$ cat config.mk
export PLATFORM = sky130hd
export DESIGN_NAME = ofm_relu_pool_flat
export DESIGN_NICKNAME = d
export VERILOG_FILES = /design/src/rtl/ofm_relu_pool_if.sv /design/src/rtl/ofm_relu_pool.sv /design/src/flat_wrapper.sv
export SDC_FILE = /design/constraint.sdc
export NUM_CORES = 1
export LEC_CHECK = 0
export CORE_ASPECT_RATIO = 0.6
export CORE_MARGIN = 5
export CORE_UTILIZATION = 57
export DETAILED_ROUTE_END_ITERATION = 6
export GPL_ROUTABILITY_DRIVEN = 1
export PLACE_DENSITY = 0.84
export SLEW_MARGIN = 20
export SYNTH_ARGS = -nofsm -noshare
export SYNTH_HDL_FRONTEND = slang
export SYNTH_SLANG_ARGS = --single-unit
export TNS_END_PERCENT = 30
$ cat constraint.sdc
create_clock -name clk1 -period 4.3 [get_ports clk1]
set_input_delay 0.86 -clock clk1 [delete_from_list [all_inputs] [get_ports clk1]]
set_output_delay 0.86 -clock clk1 [all_outputs]
set_load 0.02 [all_outputs]
$ cat src/rtl/ofm_relu_pool_if.sv
`default_nettype none
// ============================================================================
// Module   : ofm_relu_pool_if
// Purpose  : OFM sample stream in, pooled byte stream and status out.
// Revision : 1.0 - initial release
// ============================================================================
interface ofm_relu_pool_if #(
    parameter int DATA_WIDTH = 32,
    parameter int OUT_WIDTH  = 8
);
    logic                  in_valid;
    logic [DATA_WIDTH-1:0] in_data;
    logic                  in_end;
    logic                  out_valid;
    logic [OUT_WIDTH-1:0]  out_data;
    logic                  out_last;
    logic                  pool_done;
    logic                  err;

    modport master (
        output in_valid, in_data, in_end,
        input  out_valid, out_data, out_last, pool_done, err
    );

    modport slave (
        input  in_valid, in_data, in_end,
        output out_valid, out_data, out_last, pool_done, err
    );
endinterface
`default_nettype wire

$ cat src/rtl/ofm_relu_pool.sv
`default_nettype none
// ============================================================================
// Module   : ofm_relu_pool
// Purpose  : ReLU + shift requantization + 2x2/2 max pooling of the conv-core
//            OFM stream, one half-row line buffer. OFM_RELU_EN selects
//            ReLU/unsigned output; undefined gives signed saturation.
// Revision : 1.0 - initial release
// ============================================================================
module ofm_relu_pool #(
    parameter int DATA_WIDTH = 32,
    parameter int OUT_WIDTH  = 8,
    parameter int OFM_SIZE   = 16,
    parameter int CO         = 3,
    parameter int SHIFT      = 8
) (
    input  logic             clk1,
    input  logic             rst,
    ofm_relu_pool_if.slave   bus
);
    localparam int c_CW   = $clog2(OFM_SIZE);
    localparam int c_HALF = OFM_SIZE / 2;
    localparam int c_HW   = (OFM_SIZE > 2) ? $clog2(c_HALF) : 1;
    localparam int c_KW   = (CO > 1) ? $clog2(CO) : 1;
    localparam logic [c_CW-1:0] c_LAST    = c_CW'(OFM_SIZE - 1);
    localparam logic [c_KW-1:0] c_CH_LAST = c_KW'(CO - 1);

    localparam logic [1:0] S_IDLE     = 2'd0;
    localparam logic [1:0] S_ACTIVE   = 2'd1;
    localparam logic [1:0] S_WAIT_END = 2'd2;

    logic [1:0]           r_state;
    logic [c_CW-1:0]      r_col;
    logic [c_CW-1:0]      r_row;
    logic [c_KW-1:0]      r_ch;
    logic [OUT_WIDTH-1:0] r_pair;
    logic                 r_end_pend;
    logic                 r_out_valid;
    logic [OUT_WIDTH-1:0] r_out_data;
    logic                 r_out_last;
    logic                 r_pool_done;
    logic                 r_err;
    logic [OUT_WIDTH-1:0] r_linebuf [c_HALF];

    logic signed [DATA_WIDTH-1:0] w_shifted;
    logic [OUT_WIDTH-1:0]         w_q;
    logic [OUT_WIDTH-1:0]         w_pmax;
    logic [OUT_WIDTH-1:0]         w_win;
    logic [c_HW-1:0]              w_idx;
    logic                         w_last_smp;
    logic                         w_abort;
    logic                         w_accept;
    logic                         w_lb_we;

    function automatic logic [OUT_WIDTH-1:0] f_max(input logic [OUT_WIDTH-1:0] a,
                                                   input logic [OUT_WIDTH-1:0] b);
`ifdef OFM_RELU_EN
        return (a > b) ? a : b;
`else
        return ($signed(a) > $signed(b)) ? a : b;
`endif
    endfunction

    assign w_shifted = $signed(bus.in_data) >>> SHIFT;

`ifdef OFM_RELU_EN
    localparam logic signed [DATA_WIDTH-1:0] c_QMAX = DATA_WIDTH'((2 ** OUT_WIDTH) - 1);

    // Sign survives the arithmetic shift, so a negative shifted value means negative input.
    always_comb begin
        if (w_shifted[DATA_WIDTH-1])
            w_q = '0;
        else if (w_shifted > c_QMAX)
            w_q = '1;
        else
            w_q = w_shifted[OUT_WIDTH-1:0];
    end
`else
    localparam logic signed [DATA_WIDTH-1:0] c_QMAX = DATA_WIDTH'((2 ** (OUT_WIDTH - 1)) - 1);
    localparam logic signed [DATA_WIDTH-1:0] c_QMIN = ~c_QMAX;

    always_comb begin
        if (w_shifted > c_QMAX)
            w_q = {1'b0, {(OUT_WIDTH-1){1'b1}}};
        else if (w_shifted < c_QMIN)
            w_q = {1'b1, {(OUT_WIDTH-1){1'b0}}};
        else
            w_q = w_shifted[OUT_WIDTH-1:0];
    end
`endif

    assign w_idx      = c_HW'(r_col >> 1);
    assign w_pmax     = f_max(r_pair, w_q);
    assign w_win      = f_max(r_linebuf[w_idx], w_pmax);
    assign w_last_smp = (r_col == c_LAST) && (r_row == c_LAST) && (r_ch == c_CH_LAST);
    // An end marker riding on the final sample is a clean finish, not an abort.
    assign w_abort    = (r_state == S_ACTIVE) && bus.in_end && !(bus.in_valid && w_last_smp);
    assign w_accept   = bus.in_valid && ((r_state == S_IDLE) ||
                                         ((r_state == S_ACTIVE) && !w_abort));
    assign w_lb_we    = w_accept && !r_row[0] && r_col[0];

    always_ff @(posedge clk1) begin
        if (w_lb_we)
            r_linebuf[w_idx] <= w_pmax;
    end

    always_ff @(posedge clk1 or posedge rst) begin
        if (rst) begin
            r_state     <= S_IDLE;
            r_col       <= '0;
            r_row       <= '0;
            r_ch        <= '0;
            r_pair      <= '0;
            r_end_pend  <= 1'b0;
            r_out_valid <= 1'b0;
            r_out_data  <= '0;
            r_out_last  <= 1'b0;
            r_pool_done <= 1'b0;
            r_err       <= 1'b0;
        end else begin
            r_out_valid <= 1'b0;
            r_out_last  <= 1'b0;
            r_pool_done <= 1'b0;

            if (w_accept) begin
                if (!r_col[0]) begin
                    r_pair <= w_q;
                end else if (r_row[0]) begin
                    r_out_valid <= 1'b1;
                    r_out_data  <= w_win;
                    r_out_last  <= w_last_smp;
                end

                if (r_col == c_LAST) begin
                    r_col <= '0;
                    if (r_row == c_LAST) begin
                        r_row <= '0;
                        r_ch  <= (r_ch == c_CH_LAST) ? '0 : r_ch + 1'b1;
                    end else begin
                        r_row <= r_row + 1'b1;
                    end
                end else begin
                    r_col <= r_col + 1'b1;
                end
            end

            case (r_state)
                S_IDLE: begin
                    if (bus.in_valid)
                        r_state <= S_ACTIVE;
                end
                S_ACTIVE: begin
                    if (w_abort) begin
                        r_err   <= 1'b1;
                        r_state <= S_IDLE;
                        r_col   <= '0;
                        r_row   <= '0;
                        r_ch    <= '0;
                        r_pair  <= '0;
                    end else if (w_accept && w_last_smp) begin
                        r_state    <= S_WAIT_END;
                        r_end_pend <= bus.in_end;
                    end
                end
                S_WAIT_END: begin
                    if (bus.in_valid)
                        r_err <= 1'b1;
                    if (bus.in_end || r_end_pend) begin
                        r_pool_done <= 1'b1;
                        r_end_pend  <= 1'b0;
                        r_state     <= S_IDLE;
                        r_col       <= '0;
                        r_row       <= '0;
                        r_ch        <= '0;
                    end
                end
                default: r_state <= S_IDLE;
            endcase
        end
    end

    assign bus.out_valid = r_out_valid;
    assign bus.out_data  = r_out_data;
    assign bus.out_last  = r_out_last;
    assign bus.pool_done = r_pool_done;
    assign bus.err       = r_err;
endmodule
`default_nettype wire

$ cat src/flat_wrapper.sv
// flat-port wrapper written by rule: the top's interface ports become plain ports
module ofm_relu_pool_flat 
#(
    parameter int DATA_WIDTH = 32,
    parameter int OUT_WIDTH  = 8,
    parameter int OFM_SIZE   = 16,
    parameter int CO         = 3,
    parameter int SHIFT      = 8
)
  (clk1, rst, bus_in_valid, bus_in_data, bus_in_end, bus_out_valid, bus_out_data, bus_out_last, bus_pool_done, bus_err);
  ofm_relu_pool_if #(.DATA_WIDTH(DATA_WIDTH), .OUT_WIDTH(OUT_WIDTH)) bus_i ();
  input  logic clk1;
  input  logic rst;
  input wire logic [$bits(bus_i.in_valid)-1:0] bus_in_valid;
  input wire logic [$bits(bus_i.in_data)-1:0] bus_in_data;
  input wire logic [$bits(bus_i.in_end)-1:0] bus_in_end;
  output wire logic [$bits(bus_i.out_valid)-1:0] bus_out_valid;
  output wire logic [$bits(bus_i.out_data)-1:0] bus_out_data;
  output wire logic [$bits(bus_i.out_last)-1:0] bus_out_last;
  output wire logic [$bits(bus_i.pool_done)-1:0] bus_pool_done;
  output wire logic [$bits(bus_i.err)-1:0] bus_err;
  assign bus_i.in_valid = bus_in_valid;
  assign bus_i.in_data = bus_in_data;
  assign bus_i.in_end = bus_in_end;
  assign bus_out_valid = bus_i.out_valid;
  assign bus_out_data = bus_i.out_data;
  assign bus_out_last = bus_i.out_last;
  assign bus_pool_done = bus_i.pool_done;
  assign bus_err = bus_i.err;
  ofm_relu_pool #(.DATA_WIDTH(DATA_WIDTH), .OUT_WIDTH(OUT_WIDTH), .OFM_SIZE(OFM_SIZE), .CO(CO), .SHIFT(SHIFT)) u_core (.clk1(clk1), .rst(rst), .bus(bus_i));
endmodule
==> results of run 1 <==
-- power breakdown --
part / switching, uW / internal, uW / leakage [uW] / total, uW
clock: 332 / 448 / 0.000133 / 781
combinational: 957 / 756 / 0.00119 / 1710
sequential: 85.2 / 1190 / 0.00102 / 1280
total: 1380 / 2390 / 0.00235 / 3770
-- area by class of cell --
| cell class | instances | area (um2) | area share, % |
|---|---|---|---|
| sequential | 97 | 2750 | 43.7 |
| multi-input combinational | 259 | 2240 | 35.7 |
| timing repair buffer | 87 | 768 | 12.2 |
| clock buffer | 9 | 225 | 3.58 |
| tap | 108 | 135 | 2.15 |
| inverter | 24 | 95.1 | 1.51 |
| clock inverter | 7 | 68.8 | 1.10 |
-- cells by family (layout without fill, tap and decap cells) --
kind of cell	count (synthesis)	after routing
buffers and inverters	38	127
adders and majority gates	20	20
AOI/OAI and AO/OA	83	83
xor gates and xnor gates	2	2
and+or+nand+nor	119	119
DFF	97	97
muxes	35	35
-- timing repair --
item / 4_1_cts / 5_1_grt
setup buffers: 8 / 3
setup endpoints to repair: 8 / 8
gates resized for setup: 94 / 40
hold buffers: 0 / 0
pin swaps: 24 / 22
-- sequential cells by signal, indices dropped and copies added (netlist names) --
register and flops:
u_core.r_linebuf 64, u_core.r_end_pend 1, u_core.r_ch 2, u_core.r_pair 8
u_core.bus.out_last 1, u_core.bus.out_data 8, u_core.r_col 4, u_core.bus.out_valid 1
u_core.bus.pool_done 1, u_core.r_row 4, u_core.bus.err 1, u_core.r_state 2
-- critical path, stage by stage --
cell	delay, ps
buf_4	100
nand4_1	140
o41ai_4	470
o21a_1	220
inv_2	60
ha_1	320
nand4_1	180
buf_4	200
a21o_1	160
a22oi_2	180
nor2_1	60
a211o_1	320
buf_12	170
mux2i_4	210
ha_4	290
nand4_1	180
o221ai_2	250
o21ai_2	130
nor2_4	260
mux2i_1	240
o21ai_1	80
-- synth_stat cells (5+ instances only) --
cell type  count  area (um2)
edfxtp_1      64        1920
nor2_1        37         139
dfrtp_1       33         826
mux2i_1       24         240
inv_1         23        86.3
nand2_1       22        82.6
ha_1          20         250
a21oi_1       19        95.1
o21ai_0       17        85.1
nor3_1        12        60.1
a211oi_1       9        67.6
o21a_1         9        67.6
nand3_1        8        40.0
nand2b_1       7        43.8
clkbuf_1       6        22.5
nand4_1        6        37.5
mux2_2         5        56.3
nor2b_1        5        31.3
-- how the worst max path moves through the flow --
stage / slack (ps) / from / endpoint / cells after the start
floorplan: -330 / bus_in_data[26] / u_core.bus.out_data[0] / 19
global placement: -990 / bus_in_data[22] / u_core.bus.out_data[1] / 20
detailed placement: -1200 / bus_in_data[27] / u_core.bus.out_data[7] / 21
CTS: -300 / bus_in_data[22] / u_core.bus.out_data[5] / 21
global route: -730 / bus_in_data[25] / u_core.bus.out_data[2] / 22
finish: -600 / bus_in_data[18] / u_core.bus.out_data[1] / 21
-- routing by layer --
layer | share of wire [%] | vias up
li1 | - | 1646
met1 | 42 | 1800
met2 | 46 | 208
met3 | 7.7 | 49
met4 | 4.0 | 0
met5 | 0 | -
-- metrics by stage --
stage,std cells,instance area [um2],hold WS [ps],utilization (%)
2_1_floorplan,394,4860,460,-
3_3_place_gp,565,5600,454,69.7
3_5_place_dp,565,5600,462,69.7
4_1_cts,588,6080,479,75.7
5_1_grt,591,6280,505,78.2
6_report,591,6280,474,78.2
==> results_dict.tcl, run 1 <==
set metrics [dict create \
    p_leak_uw 0.00235 \
    grt_setup_unrepaired "yes" \
    met3_usage_pct 6.50 \
    cts_tree "yes" \
    finalSetupViolCount 8 \
    synthArstFlopShare_pct 34.0 \
    pin_count 48 \
    fillers 448 \
    grt_util_all_layers_pct 24.2 \
    synth.net_count 450 \
    fin_nets 534 \
    r2r_end "u_core.bus.out_data[1]" \
    grt_pass1_vias 3655 \
    syn_avg_cell_area_um2 12.2 \
    synthSimpleGateAreaFrac_pct 12.6 \
    synthCells 394 \
    worst_hold_path.endpoint "u_core.bus.err" \
    ys_ff_latch 97 \
    post-place-ws_ps -1200 \
    use_met1_pct 34.4 \
    hp-class "register to register" \
    fin_tns_setup_ps -4680 \
    clock_latency_ps 340 \
    area_growth_pct 31.1 \
    cp_max_fo 8 \
    fin_ws_ps -603 \
    synthAdderAreaFrac_pct 5.22 \
    muxShareOfSynthArea_pct 9.16 \
    drive_gt1_share_pct 28.6 \
    worstRegToRegCells 16 \
    worst-setup-path-type "input port to register" \
    period_share_pct 114 \
    gr-total-overflow 0 \
    cts_buffers 9 \
    slew_violations 0 \
    synth.cell_area_um2 4790 \
    io_buffers 39 \
    synth.yosys.seq_area_share_pct 57.3 \
    cp_data_arrival_time_ps 5100 \
    busiest_layer "met2" \
    skew_ps 6.86 \
    initial_utilization_pct 59.6 \
    max-vdd-ir-drop_v 0.000356 \
    die_h_um 81.0 \
    num_vias 3703 \
    status "finished, violations left" \
    min_from "u_core.bus.err" \
    worstMarginPinSlew_ps 873 \
    final_cell_mix "64 x edfxtp_1, 47 x buf_4, 36 x nor2_1" \
    final_common_cell "edfxtp_1" \
    wl_per_cell_um 21.8 \
    dr.pass1.iters 5 \
    dieArea_um2 10400 \
    rrSetupSlack_ps 380 \
    drc_errors 0 \
    path_clk_slew_ps 70 \
    clock_path_buffers 2 \
    viasPerCell 6.27 \
    hpwl_um 8300 \
    synth_flop_cell "edfxtp_1" \
    wl_um 12900 \
    max_cap_viol_count 0 \
    finalHoldViolCount 0 \
    htreeDepth 3 \
    synth_compound_area_share_pct 11.9 \
    fin_crit_ps 4900 \
    required_ps 4500 \
    coreArea_um2 8040 \
    die_x_um 128 \
    end_kind "register" \
    cts.sinks 97 \
    slew-limit-headroom_pct 41.8 \
    synth_edf_count 64 \
    cp-start-kind "input port" \
    gp_congestion 0.952 \
    num_antenna_cells 0 \
    ant_nets 0 \
    ys_warn_count 0 \
    antenna_found_initial 0 \
    num_rows 25 \
    first_iter_violations 319 \
    worstHoldPathCells 1 \
    grt_pass1_wl_um 19000 \
    p_per_area_nw_per_um2 600 \
    synth_top_family_by_area "simple AND/OR/NAND/NOR gates" \
    root_buffer "clkbuf_16" \
    grt_start_max_net_pins 34 \
    clock.fmax_ghz 0.204 \
    violations "setup timing" \
    synth_xor_area_share_pct 0.366 \
    total_power_uw 3770 \
    synth_cell_types 57 \
    r2r_start "u_core.r_pair[4]" \
    gr-usage-met2_pct 36.9 \
]
No activity file was read; power rests on OpenSTA's default activity.
==> run 2, diff against run 1 <==
CORE_UTILIZATION = 55   (was 57)
PLACE_DENSITY = 0.81   (was 0.84)
==> run 2 against run 1 <==
Compared with the run above:
- setup slack better by 150 ps
- flip-flop and latch count unchanged
- sequential power about the same
- the flow still finishes with violations (setup timing)
- critical path type unchanged
- first-iteration DRC count up 24%
- count of clock-buffer cells in the layout up 1
- global-route usage down 1.6 points
- via count down 2.9%
- register-to-register slack better by 210 ps
- clock power about the same
==> results_dict.tcl, run 2 (synthesized netlist as in run 1, its figures left out) <==
set metrics [dict create \
    status "finished, violations left" \
    violations "setup timing" \
    clock_path_buffers 2 \
    grt_pass1_vias 3534 \
    drc_errors 0 \
    first_iter_violations 397 \
    required_ps 4520 \
    period_share_pct 111 \
    hp-class "register to register" \
    skew_ps 4.74 \
    fin_util_pct 73.5 \
    worst-setup-path-type "input port to register" \
    largest_reg_flops 64 \
    fin_crit_ps 4760 \
    die_x_um 131 \
    min_from "u_core.bus.err" \
    crit_path_frequent_cell "buf_6" \
    cp-start-kind "input port" \
    viasPerCell 5.99 \
    p_leak_uw 0.00237 \
    num_rows 26 \
    dieArea_um2 10700 \
    crit_cells 22 \
    placed_area_um2 5590 \
    antenna_found_initial 0 \
    worstMarginPinSlew_ps 905 \
    fin_area_um2 6240 \
    ant_nets 0 \
    p_per_area_nw_per_um2 587 \
    coreArea_um2 8490 \
    worstHoldPathCells 1 \
    grt_setup_unrepaired "yes" \
    final_common_cell "edfxtp_1" \
    area_growth_pct 30.3 \
    cp_max_fo 7 \
    cts_buffers 9 \
    clock.fmax_ghz 0.210 \
    top_register "u_core.r_linebuf" \
    startpoint "bus_in_data[22]" \
    wl_um 11900 \
    dr.pass1.iters 5 \
    max-vdd-ir-drop_v 0.000318 \
    worstRegToRegCells 15 \
    crit_family "compound AO/OA/AOI/OAI gates" \
    grt_start_max_net_pins 31 \
    fin_tns_setup_ps -3470 \
    crit_path_cell_trace "buf_6, nor4_1, a41oi_2, buf_4, buf_4, o21a_4, ha_4, nand2b_4, a211oi_2, o31ai_2, nand2_1, a211o_1, buf_6, mux2i_2, ha_1, nand4_1, o221ai_2, o21ai_2, nor2_4, buf_6, nand2_2, o221a_2" \
    critPathSlowestCell "nor4_1" \
    slew-limit-headroom_pct 39.4 \
    cp_data_arrival_time_ps 4980 \
    num_antenna_cells 0 \
    gr-total-overflow 0 \
    clock_latency_ps 340 \
    io_buffers 39 \
    grt_pass1_wl_um 18400 \
    wl_per_cell_um 19.8 \
    num_vias 3594 \
    gp_congestion 0.894 \
    final_cell_mix "64 x edfxtp_1, 48 x buf_4, 36 x nor2_1" \
    slew_violations 0 \
    cts_hold_repair.buffers 0 \
    finalSetupViolCount 8 \
    htreeDepth 3 \
    r2r_start "u_core.r_pair[7]" \
    max_stage_delay_ps 380 \
    die_h_um 82.3 \
    finalHoldViolCount 0 \
    fin_ws_ps -455 \
    fin_nets 539 \
    initial_utilization_pct 56.4 \
    grt_util_all_layers_pct 22.6 \
    path_clk_slew_ps 60 \
    cts_tree "yes" \
    drive_gt1_share_pct 28.3 \
    root_buffer "clkbuf_16" \
    pin_count 48 \
    hpwl_um 8090 \
    max_cap_viol_count 0 \
    end_kind "register" \
    cts.sinks 97 \
    critPathBufInv 5 \
]
[run 2: metrics by stage]
stage	power, uW	std cells	hold WS [ps]	setup WS [ps]
2_1_floorplan	2080	394	460	-326
3_3_place_gp	2440	567	449	-959
3_5_place_dp	2500	567	456	-1190
4_1_cts	3500	596	472	-297
5_1_grt	3840	600	507	-664
6_report	3670	600	475	-455
[run 2: layout make-up]
class / count / area [um2]
clock buffers: 10 / 229
clock inverters: 6 / 66.3
fillers: 515 / 2250
inverters: 24 / 95.1
multi-input cells: 259 / 2160
flip-flops and latches: 97 / 2750
well taps: 112 / 140
repair buffers: 92 / 805
[run 2: worst paths after layout]
path	to	slack, ps
max in group asynchronous	u_core.bus.out_data[7]	2580
worst min-delay path	u_core.bus.err	470
worst max register to register	u_core.bus.out_data[0]	590
worst max-delay path	u_core.bus.out_data[0]	-460
min in group asynchronous	u_core.r_state[0]	1020
worst min register to register	u_core.bus.err	470
[run 2: layer usage]
layer / GRT usage, % / vias up / routed length (um)
li1: - / 1654 / -
met1: 32.8 / 1777 / 5480
met2: 35.0 / 142 / 5500
met3: 5.40 / 21 / 777
met4: 4.93 / 0 / 122
met5: 0 / - / 0
[run 2: timing repair]
item,CTS,global route
endpoints found under the setup margin,8,8
gates resized for setup,89,30
pin swaps,28,23
setup buffers,13,4
[run 2: report_power, final]
part / switching (uW) / internal (uW) / total, uW
clock: 329 / 452 / 781
combinational: 892 / 725 / 1620
sequential: 78.8 / 1190 / 1270
total: 1300 / 2370 / 3670
==> run 3, diff against run 2 <==
GPL_TIMING_DRIVEN = 1   (was not set)
==> results of run 3 <==
The final DEF is identical to that of run 2; final timing and power are the same.
==> variant (config.mk and constraints of run 1) <==
Build with the macro `OFM_RELU_EN` defined.
--- a/src/rtl/ofm_relu_pool.sv
+++ b/src/rtl/ofm_relu_pool.sv
@@ -6,6 +6,8 @@
 //            ReLU/unsigned output; undefined gives signed saturation.
 // Revision : 1.0 - initial release
 // ============================================================================
+`define OFM_RELU_EN
+
 module ofm_relu_pool #(
     parameter int DATA_WIDTH = 32,
     parameter int OUT_WIDTH  = 8,
Formal check against the unedited RTL: no difference found for any inputs over 10 cycles, from zero or initial values and one cycle with rst high; that may be too few to reach the edited logic, so the function may still have changed.
==> variant against run 1 <==
Worst setup slack improved by 0.48 ns; the flow still finishes with violations (negative setup slack); final area is 2.2% higher; wire length rose by 4.8%; combinational power fell by 6%; clock skew is 0.0061 ns higher; area after synthesis up 0.52%; largest cell class unchanged; sequential cell count did not move; count of clock-buffer cells in the layout unchanged; total power fell by 3.3%.
==> variant: results (changes against run 1) <==
| Metric | Value |
|---|---|
| Slew @ Worst Pin | `0.9623 ns (+0.08967 ns)` |
| Syn avg cell area | `12.07 um2 (-0.74%)` |
| Status | `finished with violations` |
| Failing checks | `negative setup slack` |
| Worst flop-to-flop path startpoint | `u_core.r_pair[1]` |
| I/O Buffers | `39 (unchanged)` |
| Initial drt markers | `491 (+54%)` |
| Max clock buf depth | `2 (unchanged)` |
| Latest clock arrival within the worst-skew pair | `0.36 ns (+0.02 ns)` |
| Min-delay src | `u_core.bus.err` |
| Initial antenna violation count | `0 (unchanged)` |
| Layout cell share with drive strength beyond 1 | `33.00% (+4.4 points)` |
| Dpl cells | `585 (+3.5%)` |
| Fill count | `456 (+1.8%)` |
| Gr usage total | `25.37% (+1.2 points)` |
| Routed vias/inst | `6.160 (-1.7%)` |
| Cell internal pwr | `2296 uW (-4.1%)` |
| Synth cell count leaders | `edfxtp_1 (64), nor2_1 (41), dfrtp_1 (33)` |
| Largest Register | `u_core.r_linebuf` |
| Setup violation total in the final timing report | `8 (unchanged)` |
| Max FO, Critical Path | `7 (-1)` |
| Post-DRT Antenna Nets | `0 (unchanged)` |
| Leakage | `0.002491 uW (+6.2%)` |
| Setup_tns | `-0.5653 ns (+4.111 ns)` |
| Vias in the first global route | `3,758 (+2.8%)` |
| Clk slew on worst S/H paths | `0.07 ns (about the same)` |
| Worst VDD drop | `394.1 uV (+11%)` |
| Post-Layout Cell Count | `618 (+4.6%)` |
| Post-DR wirelength/cell | `21.84 um (+0.18%)` |
| First-pass GRT wire length | `19.80 mm (+4.1%)` |
| Crit. Startpoint | `bus_in_data[26]` |
| CP max-delay cell | `or2_4` |
| Fin nets | `559 (+4.7%)` |
| Min-delay worst type | `reg -> reg` |
| Largest stage delay, worst path | `0.34 ns (-0.13 ns)` |
| DP HPWL | `8.340 mm (+0.43%)` |
| Synth cell types | `54 (-5.3%)` |
| Syn Nets | `457 (+1.6%)` |
| Reg2reg setup slack | `0.75 ns (+0.37 ns)` |
| Clock skew | `0.01301 ns (+0.006148 ns)` |
| Final GP Congestion | `0.9173 (-3.6%)` |
| Sequential area share after synthesis | `57.04% (-0.30 points)` |
| CP Data Arrival Time | `4.64 ns (-0.46 ns)` |
| Synth top area cells | `edfxtp_1 (40%), dfrtp_1 (17%), ha_1 (5.7%)` |
| Placed instance area | `5739 um2 (+2.5%)` |
| Final worst setup slack | `-0.1186 ns (+0.4845 ns)` |
variant: changes by cell type in the layout (fill, tap and decap cells not counted), sizes merged, moves of 3 or more:
cell	delta
buf	+13
o21bai	+3
o21ai	+12
clkdlybuf4s15	+3
mux2i	-6
mux2	+4
inv	+3
nor3b	-3
a211oi	+5
o211ai	+3
nor3	-10
o21a	-7
dlygate4sd2	+3
variant: layout make-up:
cell class | instances | area share (%)
clock inverters | 7 | 1.169
well taps | 112 | 2.183
clock buffers | 9 | 3.508
repair buffers | 108 | 13.97
multi-input cells | 261 | 34.96
flip-flops and latches | 97 | 42.80
inverters | 24 | 1.403
variant: cells by family (layout without fill, tap and decap cells):
kind of cell	Yosys count	after routing	synth area share [%]
DFF	97	97	57.04
AOI/OAI and AO/OA	89	90	11.92
buffers and inverters	42	148	3.740
muxes	34	34	9.117
adders and majority gates	22	22	5.714
and+or+nand+nor	110	110	11.56
xor gates and xnor gates	5	5	0.9090
variant: critical path: cells and delay by family:
| kind | cells | cell delay [ns] |
|---|---|---|
| AOI/OAI and AO/OA | 7 | 1.38 |
| adders and majority gates | 2 | 0.49 |
| buffers and inverters | 5 | 0.77 |
| and+or+nand+nor | 7 | 1.13 |
variant: path summary, 6_finish.rpt:
check,end,cells past startpoint
hold reg to reg,u_core.bus.err,1
setup reg to reg,u_core.bus.out_data[0],14
hold / removal,u_core.bus.err,1
max in group asynchronous,u_core.r_pair[5],3
min in group asynchronous,u_core.r_state[0],3
setup / recovery,u_core.bus.out_data[0],21
variant: power by group through the flow:
stage / clock [uW] / combinational (uW) / sequential, uW
2_1_floorplan: 0 / 832 / 1180
3_3_place_gp: 0 / 1080 / 1230
3_5_place_dp: 0 / 1150 / 1240
4_1_cts: 819 / 1340 / 1220
5_1_grt: 875 / 1680 / 1240
6_report: 819 / 1600 / 1230
variant: metrics by stage:
stage          hold WS [ns]  worst slack (ns)
3_3_place_gp         0.4523           -0.6318
4_1_cts              0.4979         0.0008025
3_5_place_dp         0.4822           -0.7763
6_report             0.4935           -0.1186
2_1_floorplan        0.4635          -0.04520
5_1_grt              0.5340           -0.2355
variant: timing repair:
action	CTS	global route
endpoints found under the setup margin	8	8
gates cloned	1	0
pin swaps	21	32
gates resized for setup	74	39
setup buffers	7	9
variant: layer usage:
layer	GRT usage (%)	part of all wire (%)
met4	9.434	3.2
met3	7.424	8.6
met1	34.15	42
met2	39.46	47
met5	0	0
